[src/rtl/ftoi_converter_pipe.sv]
// Float-to-integer converter with a 2-stage pipeline: S1 classifies and
// align-shifts, S2 rounds, negates, range-checks and saturates.
// Latency: 2 cycles from accept to valid_out. Backpressure: a stalled output
// holds its result, S1 fills behind it, and then ready_out drops.
//
// Ports:
//   clk, reset                 clock; synchronous active-high reset
//   valid_in / ready_out       operand handshake (ready_out also needs a convert op)
//   valid_out / ready_in       result handshake
//   op, rm, wsel               operation, rounding mode, 32-bit result select
//   man, Exp, sgn, zero, inf,  operand significand (with hidden bit), biased
//   sNaN, qNaN                 exponent, sign and class flags
//   int_out, IV, IE            registered result, invalid and inexact flags
module ftoi_converter_pipe #(
  parameter int EXP_W = 8,
  parameter int MAN_W = 23,
  parameter int INT_W = 32
) (
  input  logic             clk,
  input  logic             reset,
  input  logic             valid_in,
  output logic             ready_out,
  output logic             valid_out,
  input  logic             ready_in,
  input  logic [4:0]       op,
  input  logic [2:0]       rm,
  input  logic             wsel,
  input  logic [MAN_W:0]   man,
  input  logic [EXP_W-1:0] Exp,
  input  logic             sgn,
  input  logic             zero,
  input  logic             inf,
  input  logic             sNaN,
  input  logic             qNaN,
  output logic [INT_W-1:0] int_out,
  output logic             IV,
  output logic             IE
);

  // Operation codes shared with the FPU op decoder.
  localparam logic [4:0] FPU_OP_CVTFI = 5'd8;
  localparam logic [4:0] FPU_OP_CVTFU = 5'd9;

  localparam int BIAS    = (1 << (EXP_W - 1)) - 1;
  // Largest biased exponent whose magnitude still fits in INT_W bits.
  localparam int EXP_LIM = BIAS + INT_W - 1;
  // Alignment frame: INT_W integer bits, one guard bit, MAN_W+1 sticky bits.
  localparam int VW      = INT_W + MAN_W + 2;
  localparam logic [INT_W:0] ONE = {{INT_W{1'b0}}, 1'b1};

  // ------------------------------------------------------------------
  // Handshake
  // ------------------------------------------------------------------
  logic s1_vld;
  logic op_ok;
  logic s2_adv;
  logic accept;

  assign op_ok     = (op == FPU_OP_CVTFI) || (op == FPU_OP_CVTFU);
  assign s2_adv    = !valid_out || ready_in;
  assign ready_out = op_ok && (!s1_vld || s2_adv);
  assign accept    = valid_in && ready_out;

  // ------------------------------------------------------------------
  // Stage 1: alignment
  // ------------------------------------------------------------------
  logic [31:0]     exp_ext;
  logic [31:0]     sh_amt;
  logic            big_c;
  logic [VW-1:0]   x0;
  logic [2*VW-1:0] dbl;

  always_comb begin
    exp_ext = 32'(Exp);
    big_c   = exp_ext > 32'(EXP_LIM);
    sh_amt  = big_c ? 32'd0 : (32'(EXP_LIM) - exp_ext);
    // Clamping at VW pushes every significand bit into the lower half,
    // where it only feeds sticky, so tiny operands need no special case.
    if (sh_amt > 32'(VW))
      sh_amt = 32'(VW);
    // Significand MSB sits at weight 2^(INT_W-1) before the shift.
    x0  = {man, {(INT_W + 1){1'b0}}};
    dbl = {x0, {VW{1'b0}}} >> sh_amt;
  end

  logic [INT_W-1:0] s1_mag;
  logic             s1_g, s1_s;
  logic             s1_sgn, s1_uns, s1_w32;
  logic [2:0]       s1_rm;
  logic             s1_nan, s1_inf, s1_zero, s1_big;

  // Datapath registers need no reset; s1_vld qualifies them.
  always_ff @(posedge clk) begin
    if (accept) begin
      s1_mag  <= dbl[2*VW-1 -: INT_W];
      s1_g    <= dbl[VW + MAN_W + 1];
      s1_s    <= |dbl[VW + MAN_W:0];
      s1_sgn  <= sgn;
      s1_uns  <= (op == FPU_OP_CVTFU);
      s1_w32  <= (INT_W == 32) || wsel;
      s1_rm   <= rm;
      s1_nan  <= sNaN | qNaN;
      s1_inf  <= inf;
      s1_zero <= zero;
      s1_big  <= big_c;
    end
  end

  // ------------------------------------------------------------------
  // Stage 2: round, range-check, saturate
  // ------------------------------------------------------------------
  logic             inexact, inc, in_rng;
  logic [INT_W:0]   rmag, lim_s, lim_u, val, tmp_max_s, tmp_min_s, tmp_max_u;
  logic [INT_W-1:0] sat_pos, sat_neg, res_c;
  logic             iv_c, ie_c;

  always_comb begin
    inexact = s1_g | s1_s;
    case (s1_rm)
      3'b000:  inc = s1_g & (s1_s | s1_mag[0]);   // nearest, ties to even
      3'b010:  inc = s1_sgn & inexact;            // toward -inf
      3'b011:  inc = ~s1_sgn & inexact;           // toward +inf
      3'b100:  inc = s1_g;                        // nearest, ties away
      default: inc = 1'b0;                        // toward zero
    endcase
    rmag = {1'b0, s1_mag} + {{INT_W{1'b0}}, inc};

    // lim_s = 2^(R-1), lim_u = 2^R for the selected result width R.
    lim_s = s1_w32 ? (ONE << 31) : (ONE << (INT_W - 1));
    lim_u = s1_w32 ? (ONE << 32) : (ONE << INT_W);
    tmp_max_s = lim_s - ONE;
    tmp_min_s = ~lim_s + ONE;
    tmp_max_u = lim_u - ONE;
    sat_pos = s1_uns ? tmp_max_u[INT_W-1:0] : tmp_max_s[INT_W-1:0];
    sat_neg = s1_uns ? '0 : tmp_min_s[INT_W-1:0];

    in_rng = 1'b0;
    val    = '0;
    iv_c   = 1'b0;
    ie_c   = 1'b0;
    res_c  = '0;
    if (s1_nan) begin
      iv_c  = 1'b1;
      res_c = sat_pos;
    end else if (s1_inf) begin
      iv_c  = 1'b1;
      res_c = s1_sgn ? sat_neg : sat_pos;
    end else if (!s1_zero) begin
      if (s1_uns)
        in_rng = !s1_big && (s1_sgn ? (rmag == '0) : (rmag < lim_u));
      else
        in_rng = !s1_big && (s1_sgn ? (rmag <= lim_s) : (rmag < lim_s));
      if (in_rng) begin
        val   = s1_sgn ? (~rmag + ONE) : rmag;
        res_c = val[INT_W-1:0];
        ie_c  = inexact;
      end else begin
        iv_c  = 1'b1;
        res_c = s1_sgn ? sat_neg : sat_pos;
      end
    end

    // 32-bit results are sign-extended from bit 31, unsigned ones included.
    if (s1_w32) begin
      for (int i = 32; i < INT_W; i++)
        res_c[i] = res_c[31];
    end
  end

  // ------------------------------------------------------------------
  // Valids and output registers
  // ------------------------------------------------------------------
  always_ff @(posedge clk) begin
    if (reset) begin
      s1_vld    <= 1'b0;
      valid_out <= 1'b0;
      int_out   <= '0;
      IV        <= 1'b0;
      IE        <= 1'b0;
    end else begin
      if (accept)
        s1_vld <= 1'b1;
      else if (s2_adv)
        s1_vld <= 1'b0;

      if (s2_adv) begin
        valid_out <= s1_vld;
        if (s1_vld) begin
          int_out <= res_c;
          IV      <= iv_c;
          IE      <= ie_c;
        end
      end
    end
  end

endmodule

[config.mk]
export PLATFORM = sky130hd
export DESIGN_NAME = ftoi_converter_pipe
export DESIGN_NICKNAME = d
export VERILOG_FILES = /design/src/rtl/ftoi_converter_pipe.sv
export SDC_FILE = /design/constraint.sdc
export NUM_CORES = 1
export LEC_CHECK = 0
export CAP_MARGIN = 15
export CORE_ASPECT_RATIO = 0.75
export CORE_MARGIN = 2
export CORE_UTILIZATION = 62
export DETAILED_ROUTE_END_ITERATION = 6
export MAX_ROUTING_LAYER = met4
export PLACE_DENSITY = 0.87
export SYNTH_ARGS = -nofsm -noshare
export SYNTH_HDL_FRONTEND = slang
export SYNTH_SLANG_ARGS = --single-unit
[constraint.sdc]
create_clock -name clk -period 9.3 [get_ports clk]
set_input_delay 2.325 -clock clk [delete_from_list [all_inputs] [get_ports clk]]
set_output_delay 2.325 -clock clk [all_outputs]
set_load 0.05 [all_outputs]
==> Word level (Yosys, flattened, before mapping) <==
Cells that the tools add are included.
{ "op_classes": {"add_sub_neg": 3, "order_cmp": 5, "eq_ne": 5, "shifts": 1, "mux": 27, "bitwise": 8, "reduce_logical": 15} }
{ "ops": {"columns": ["op", "n"], "rows": [
  ["32-bit two-way mux", 10],
  ["114-bit by 32-bit right shift with 114-bit output", 1],
  ["81-bit OR reduction", 1],
  ["32-bit by 1-bit adder with 33-bit output", 1],
  ["33-bit by 32-bit <= comparator with 1-bit output, second input constant", 1],
  ["33-bit zero test", 1],
  ["33-bit by 32-bit < comparator with 1-bit output, second input constant", 1],
  ["33-bit < comparator, second input constant", 1],
  ["32-bit by 1-bit adder with 32-bit output, second input constant", 1],
  ["32-bit by 6-bit greater-than comparator with 1-bit output, second input constant", 1],
  ["32-bit NOT", 1],
  ["1-bit two-way mux", 16],
  ["5-bit by 4-bit == test with 1-bit output, second input constant", 2],
  ["8-bit by 8-bit subtractor with 9-bit output, first input constant", 1],
  ["8-bit greater-than comparator, second input constant", 1],
  ["3-bit by 2-bit == test with 1-bit output, second input constant", 2],
  ["1-bit logical AND", 4],
  ["1-bit case mux with 4 select lines", 1],
  ["1-bit AND", 3],
  ["3-bit == test, second input constant", 1],
  ["1-bit zero test", 3],
  ["3-bit zero test", 1],
  ["1-bit logical OR", 3],
  ["1-bit OR", 3],
  ["other kinds (3)", 3]
]} }
{ "word_totals": {"register_bits": 79, "wordCells": 79} }

==> Logic depth before layout (Yosys ltp) <==
Gate-level depths: netlist of run 1.
{ "depth": {"ltp_word": 15, "depth_mapped": 20, "mapped_depth_nobuf": 17} }

==> Worst setup path before layout of run 1 <==
OpenSTA, ideal clock, no wires.
{ "synth_path": {"kind": "input-to-output", "start": "input port op[4]", "end": "output port ready_out", "arrival_ps": 3809, "path_slack_ps": 3166, "stages": 2, "cell_sequence": "or4b_2 a21oi_1"} }
{ "synth_between": {"elab_chain_len": 3, "elab_cells_between_ends": 4} }
{ "synth_lines": {"columns": ["item", "line_no", "rtl"], "rows": [
  ["start, declared", "25", "input logic [4:0] op,"],
  ["5-bit by 4-bit == test with 1-bit output", "59", "assign op_ok = (op == FPU_OP_CVTFI) || (op == FPU_OP_CVTFU);"],
  ["1-bit logical OR *", "59", null],
  ["1-bit logical AND *", "61", "assign ready_out = op_ok && (!s1_vld || s2_adv);"],
  ["end, declared", "22", "output logic ready_out,"]
]} }
Every way passes the cells marked *; elsewhere a longest branch is shown, timed or not.

==> Final worst setup path of run 1 <==
{ "layout_path": {"start": "input port Exp[0]", "end": "register s1_s (data pin)"} }
{ "layout_between": {"elab_chain_len": 6, "elab_cells_between_ends": 7} }
{ "layout_lines": {"columns": ["item", "line_no", "rtl"], "rows": [
  ["start, declared", "29", "input logic [EXP_W-1:0] Exp,"],
  ["8-bit by 8-bit subtractor with 9-bit output / 8-bit greater-than comparator (equally long branches)", "76, 75", null],
  ["32-bit two-way mux *", "76", "sh_amt = big_c ? 32'd0 : (32'(EXP_LIM) - exp_ext);"],
  ["32-bit by 6-bit greater-than comparator with 1-bit output", "79", "if (sh_amt > 32'(VW))"],
  ["32-bit two-way mux *", "79", null],
  ["114-bit by 32-bit right shift with 114-bit output *", "83", "dbl = {x0, {VW{1'b0}}} >> sh_amt;"],
  ["81-bit OR reduction *", "97", "s1_s <= |dbl[VW + MAN_W:0];"],
  ["end signal, assigned", "97", null],
  ["end, declared", "87", "logic s1_g, s1_s;"]
]} }
Marks and branches as above.
A chain may end at the register's enable or synchronous reset.

==> results of run 1 <==
layer usage:
layer  wire (µm)  vias up  part of all wire
met5           0        -                 0
met2        9340      522              0.42
met3        2870       38              0.13
met4         333        0             0.015
li1            -     3800                 -
met1        9840     3825              0.44
cell usage after synthesis, types with 20 or more instances:
cell type  count
a22o_1        21
nor3_1        29
clkbuf_1      37
xnor2_1       21
a21oi_1       77
dfxtp_1       36
nand2_1       94
o21ai_0       82
nand3_1       49
nor2_1       101
and3_1        20
mux2i_1       20
edfxtp_1      43
power by group:
group	switching, µW	internal, µW	leakage (µW)
clock network	138	206	0.000132
registers	6.53	377	0.000629
logic	231	125	0.00224
path summary, 6_finish.rpt:
check | start | slack [ns] | to
max reg2reg | s1_sgn$_DFFE_PP_ | 3.86 | int_out[21]$_SDFFE_PP0P_
max | Exp[0] | 2.41 | s1_s$_DFFE_PP_
min reg2reg | int_out[0]$_SDFFE_PP0P_ | 0.50 | int_out[0]$_SDFFE_PP0P_
min | int_out[0]$_SDFFE_PP0P_ | 0.50 | int_out[0]$_SDFFE_PP0P_
logic make-up (layout without fill, tap and decap cells):
family,after synthesis,in the layout
and+or+nand+nor,384,384
AOI/OAI and AO/OA,358,358
buffers and inverters,88,133
DFF,79,79
xor gates and xnor gates,38,38
muxes,25,25
adders and majority gates,4,4
through the flow:
step           hold slack [ns]   util  instance area [µm²]
2_1_floorplan            0.496      -                 7440
3_3_place_gp             0.491  0.708                 8260
3_5_place_dp             0.492  0.708                 8260
4_1_cts                  0.504  0.733                 8550
5_1_grt                  0.528  0.736                 8580
6_report                 0.502  0.736                 8580
final cells by class:
type / count / area (µm²)
clock buffer: 10 / 229
multi-input combinational: 809 / 5030
clock inverter: 6 / 61.3
sequential: 79 / 2010
fill: 926 / 3080
tap: 162 / 203
timing repair buffer: 100 / 976
inverter: 17 / 63.8
worst max-delay path, stage by stage:
cell	delay, ns
clkdlybuf4s50_1	0.77
ha_1	0.36
inv_1	0.08
a21oi_1	0.30
o32a_1	0.53
o21a_1	0.82
nor2_1	0.35
a21boi_0	0.23
a221oi_2	0.23
o21ai_0	0.14
nor4_1	0.34
nand4_1	0.18
a211o_1	0.32
==> results.md, run 1 <==
* Ranking of synthesized cells by area: edfxtp_1 (17%), dfxtp_1 (9.7%), o21ai_0 (5.5%)
* Nets at 1070
* Post-CTS Setup Bufs at 0
* Ys flop type: edfxtp_1
* CP Max Fanout at 26
* Tmin final at 6.89 ns
* Seq cells post-synth at 79
* Commonest non-fill, non-tap cell in the layout: nor2_1
* Gate Count Post-Synth at 976
* Largest net degree at the start of global routing at 63
* Startpoint Class: input pin
* Chip width at 131 µm
* XOR/XNOR share of the synthesized area at 0.0447
* Worst-Margin Slew at 0.990 ns
* Synth cell types at 88
* Final hold vios at 0
* Dpl ws at 2.25 ns
* Worst path arrival time at 6.99 ns
* Pwr Density at 126 nW/µm²
* Clk sink count at 79
* Synth Area in Compound Gates at 0.332
* Slew Limit Headroom at 0.340
* CP Class: in -> reg
* Hold Crit Depth at 2
* Share of layout cells above drive strength 1 at 0.0695
* Tcrit/Tclk final at 0.741
* DR iter-0 viols at 1029
* Die Y-Extent at 98.9 µm
* Met1 usage at 0.533
* Drt total wl at 22400 µm
* Antenna Cells at 0
* Mapped cell area at 7440 µm²
* DR WL/cell at 18.9 µm
* Setup TNS at 0 ns
* Worst-path clk slew at 0.06 ns
* Via count at 8185
* Tot GR Track Use at 0.361
* Fmax at 145 MHz
* Antenna-violating nets left at 0
* Busiest grt layer: met1
* Initial Util at 0.639
* CTS Buf Count at 9
* CTS Buffer Depth at 2
* Max_cap viols at 0
* Critical Path RT at 9.39 ns
* Status: finished, final reports clean
* Met3 Track Usage GR at 0.0890
* Leak pwr at 0.00300 µW
* CTS tree: done
* Largest family of logic cells by synthesized area: compound AO/OA/AOI/OAI gates
* Vias in the first global route at 7246
* Final weighted congestion in routability-driven placement at 0.997
* Fraction of synthesized area in multiplexers at 0.0345
* Port-buffer cells at 84
* Peak supply drop at 0.0832 mV
* Max Slew Vio Count at 0
* Syn_area_per_cell at 7.63 µm²
* Number of gates resized after cts at 0
* Min setup slack post-route at 2.41 ns
* Site Rows at 34
* GRT met2 Usage at 0.499
* Simple-gate area share of the yosys netlist at 0.256
* Initial antenna violation count at 0
* Placed Cells at 1165
* HP Class: reg -> reg
* Top-area cell type share of the netlist area at 0.173
* Worst reg2reg path depth at 17
* GRT Residual Overflow at 0
* Post-DP HPWL at 16300 µm
* Crit. End Element: flop
* Adder-cell share of the synthesized area at 0.00672
* Detailed Routing Iterations Pass 1 at 6
* Total power at 1080 µW
* Commonest cells after routing, fill and taps aside: nor2_1 (101), nand2_1 (94), clkdlybuf4s50_1 (84), o21ai_0 (81), a21oi_1 (77)
* DRC violations left at 0
* Post-synth EDFFs at 43
* CTS H-tree depth at 3
* Largest regs: int_out (32), s1_mag (32), s1_rm (3)
* # IOs at 86
* Unrepaired setup endpoints after global routing: no
* Seq/Total Area, Yosys at 0.270
* Core area at 11700 µm²
* Vias per cell at 6.92
* Syn Nets at 1030
* Clock Skews at 0.00667 ns
* Area Growth Syn to Fin at 15.2%
* Post-synth ARST share at 0
* Fin cells at 1183
* Cts hold-fix bufs at 0
* Die area at 12900 µm²
* Area leader, netlist: edfxtp_1
* Final setup fails at 0
* Ys Warns at 0
* Root buf cell: clkbuf_16
* First-pass GRT wire length at 36400 µm
* Clk_lat worst skew at 0.34 ns
(Power assumes the default switching activity.)
==> run 2: changes to the inputs <==
--- a/config.mk
+++ b/config.mk
@@ -8,10 +8,10 @@
 export CAP_MARGIN = 15
 export CORE_ASPECT_RATIO = 0.75
 export CORE_MARGIN = 2
-export CORE_UTILIZATION = 62
+export CORE_UTILIZATION = 52
 export DETAILED_ROUTE_END_ITERATION = 6
 export MAX_ROUTING_LAYER = met4
-export PLACE_DENSITY = 0.87
+export PLACE_DENSITY = 0.78
 export SYNTH_ARGS = -nofsm -noshare
 export SYNTH_HDL_FRONTEND = slang
 export SYNTH_SLANG_ARGS = --single-unit
==> constraint.sdc (replaced) <==
create_clock -name clk -period 6.1 [get_ports clk]
set_input_delay 1.525 -clock clk [delete_from_list [all_inputs] [get_ports clk]]
set_output_delay 1.525 -clock clk [all_outputs]
set_load 0.05 [all_outputs]
==> run 2 against run 1 <==
Net effect: first-iteration DRC count shrank 9.7%; clock-buffer cell count is the same; sequential power increased by 52%; largest cell class unchanged; sequential share of layout area decreased by 0.48 points.
==> results.md, run 2 (same netlist as run 1, synthesis figures left out) <==
* Tot GR Track Use at 0.301 (-0.0600)
* Status: finished, final reports clean
* GRT Residual Overflow at 0 (unchanged)
* First-pass GRT wire length at 36000 µm (-1.0%)
* CTS tree: done
* Setup TNS at 0 ns (unchanged)
* Cts hold-fix bufs at 0 (unchanged)
* Critical Path RT at 6.19 ns (-3.20 ns)
* Largest stage delay, worst path at 0.91 ns (+0.09 ns)
* Site Rows at 37 (+8.8%)
* R2r setup slk at 0.96 ns (-2.90 ns)
* CP Class: in -> reg
* Number of gates resized after cts at 0 (unchanged)
* End of the critical path: s1_s$_DFFE_PP_
* Crit path from: Exp[1]
* Leak pwr at 0.00312 µW (+4.0%)
* Fin cells at 1217 (+2.9%)
* Post-DP HPWL at 17100 µm (+5.0%)
* Worst path depth at 13 (unchanged)
* Final Cell Area at 8760 µm² (+2.1%)
* Final setup fails at 0 (unchanged)
* Commonest non-fill, non-tap cell in the layout: nor2_1
* CTS Buffer Depth at 2 (unchanged)
* Max_cap viols at 0 (unchanged)
* Post-CTS Setup Bufs at 0 (unchanged)
* Slew Limit Headroom at 0.315 (-0.0247)
* DR iter-0 viols at 929 (-9.7%)
* Worst path arrival time at 5.60 ns (-1.39 ns)
* Detailed Routing Iterations Pass 1 at 6 (unchanged)
* Commonest cells after routing, fill and taps aside: nor2_1 (101), nand2_1 (94), clkdlybuf4s50_1 (84), o21ai_0 (81), a21oi_1 (77)
* RR Startpoint: s1_s$_DFFE_PP_
* Finished Core Util at 0.633 (-0.103)
* Worst-Margin Slew at 1.02 ns (+0.0337 ns)
* DR WL/cell at 18.4 µm (-2.6%)
* Initial antenna violation count at 0 (unchanged)
* Antenna-violating nets left at 0 (unchanged)
* Critical R2R Capture: int_out[6]$_SDFFE_PP0P_
* Root buf cell: clkbuf_16
* Clk sink count at 79 (unchanged)
* Critical-path cell list: clkdlybuf4s50_1 > ha_1 > nor2_1 > a21oi_1 > nand3_1 > a211oi_4 > or3_1 > o21ai_0 > nor3_1 > o21ai_0 > nor4_1 > nand4_1 > a211o_1
* Cell family with most CP delay: compound AO/OA/AOI/OAI gates
* Fmax at 182 MHz
* Drt total wl at 22400 µm (+0.16%)
* Vias per cell at 6.63 (-4.2%)
* Vias in the first global route at 7062 (-2.5%)
* Unrepaired setup endpoints after global routing: no
* Largest regs: int_out (32), s1_mag (32), s1_rm (3)
* Chip width at 142 µm (+8.9%)
* Final hold vios at 0 (unchanged)
* CTS Buf Count at 9 (unchanged)
* Slowest-stage cell, CP: a211oi_4
* Core area at 13800 µm² (+19%)
* Die Y-Extent at 108 µm (+8.8%)
* Initial Util at 0.538 (-0.101)
* Via count at 8065 (-1.5%)
* # IOs at 86 (unchanged)
* Clock Skews at 0.0106 ns (+0.00394 ns)
* Clk_lat worst skew at 0.35 ns (about the same)
* Largest net degree at the start of global routing at 61 (-3.2%)
* Worst-path clk slew at 0.06 ns (about the same)
* Antenna Cells at 0 (unchanged)
* Port-buffer cells at 84 (unchanged)
* Startpoint Class: input pin
* Footprint of the multi-input gates at 5030 µm² (unchanged)
* Cell Area, Placed at 8440 µm² (+2.2%)
* Pwr Density at 193 nW/µm² (+53%)
* Worst reg2reg path depth at 18 (+1)
* DRC violations left at 0 (unchanged)
* FF/Latch Area at 2010 µm² (unchanged)
* CP dominant cell by count: o21ai_0
* Die area at 15300 µm² (+19%)
* CP Buf/Inv Count at 1 (-1)
* Tcrit/Tclk final at 0.903
* Tmin final at 5.51 ns
* HP Class: reg -> reg
* CTS H-tree depth at 3 (unchanged)
* Hold Crit Depth at 2 (unchanged)
* CP Max Fanout at 21 (-19%)
* Share of layout cells above drive strength 1 at 0.0902 (+0.0207)
* Area Growth Syn to Fin at 17.6%
* Max Slew Vio Count at 0 (unchanged)
* Placed Cells at 1200 (+3.0%)
* Nets at 1091 (+2.0%)
* Final weighted congestion in routability-driven placement at 1.01 (+1.8%)
* Total power at 1690 µW (+56%)
* Peak supply drop at 0.147 mV (+76%)
* Crit. End Element: flop
* # fillers at 1264 (+37%)
[run 2: final cells by class]
class,instances,share of cell area
flip-flops and latches,79,0.230
clock buffers,10,0.0273
well taps,175,0.0250
inverters,17,0.00729
multi-input cells,809,0.575
clock inverters,6,0.00729
repair buffers,121,0.129
[run 2: how the worst min path moves through the flow]
stage | end | from | slack [ns]
after floorplan | valid_out$_SDFFE_PP0N_ | s1_vld$_SDFFE_PP0P_ | 0.50
after global placement | int_out[8]$_SDFFE_PP0P_ | int_out[8]$_SDFFE_PP0P_ | 0.49
after detailed placement | int_out[27]$_SDFFE_PP0P_ | int_out[27]$_SDFFE_PP0P_ | 0.49
after CTS | int_out[27]$_SDFFE_PP0P_ | int_out[27]$_SDFFE_PP0P_ | 0.50
after global routing | int_out[14]$_SDFFE_PP0P_ | int_out[14]$_SDFFE_PP0P_ | 0.52
final | int_out[27]$_SDFFE_PP0P_ | int_out[27]$_SDFFE_PP0P_ | 0.49
[run 2: worst register-to-register path, cell delays in order, from the launching register on]
cell and delay (ns):
edfxtp_1 0.35, nor2_1 0.08, nor3b_1 0.26, a21oi_1 0.11, o2bb2ai_1 0.17, ha_1 0.28
ha_1 0.38, nand3_1 0.22, nor3_2 0.52, nand3_1 0.18, xor2_1 0.39, a21boi_1 0.32
and3_1 0.27, o2111ai_1 0.20, nand2_1 0.38, buf_4 0.35, o21ai_0 0.14, a22o_1 0.32
a21oi_1 0.16
[run 2: layer usage]
metal,GRT usage,part of all wire
met1,0.454,0.47
met2,0.411,0.41
met3,0.0636,0.10
met4,0.0607,0.013
met5,-,0
[run 2: report_power, final]
group / switching, µW / leakage [µW] / internal (µW)
logic: 350 / 0.00234 / 208
registers: 9.99 / 0.000629 / 575
clock network: 219 / 0.000154 / 330
[run 2: metrics by stage]
step,hold WS [ns],setup WS [ns]
after floorplan,0.496,1.49
final,0.495,0.591
after global routing,0.520,0.201
after CTS,0.501,0.715
after detailed placement,0.492,0.374
after global placement,0.492,0.427
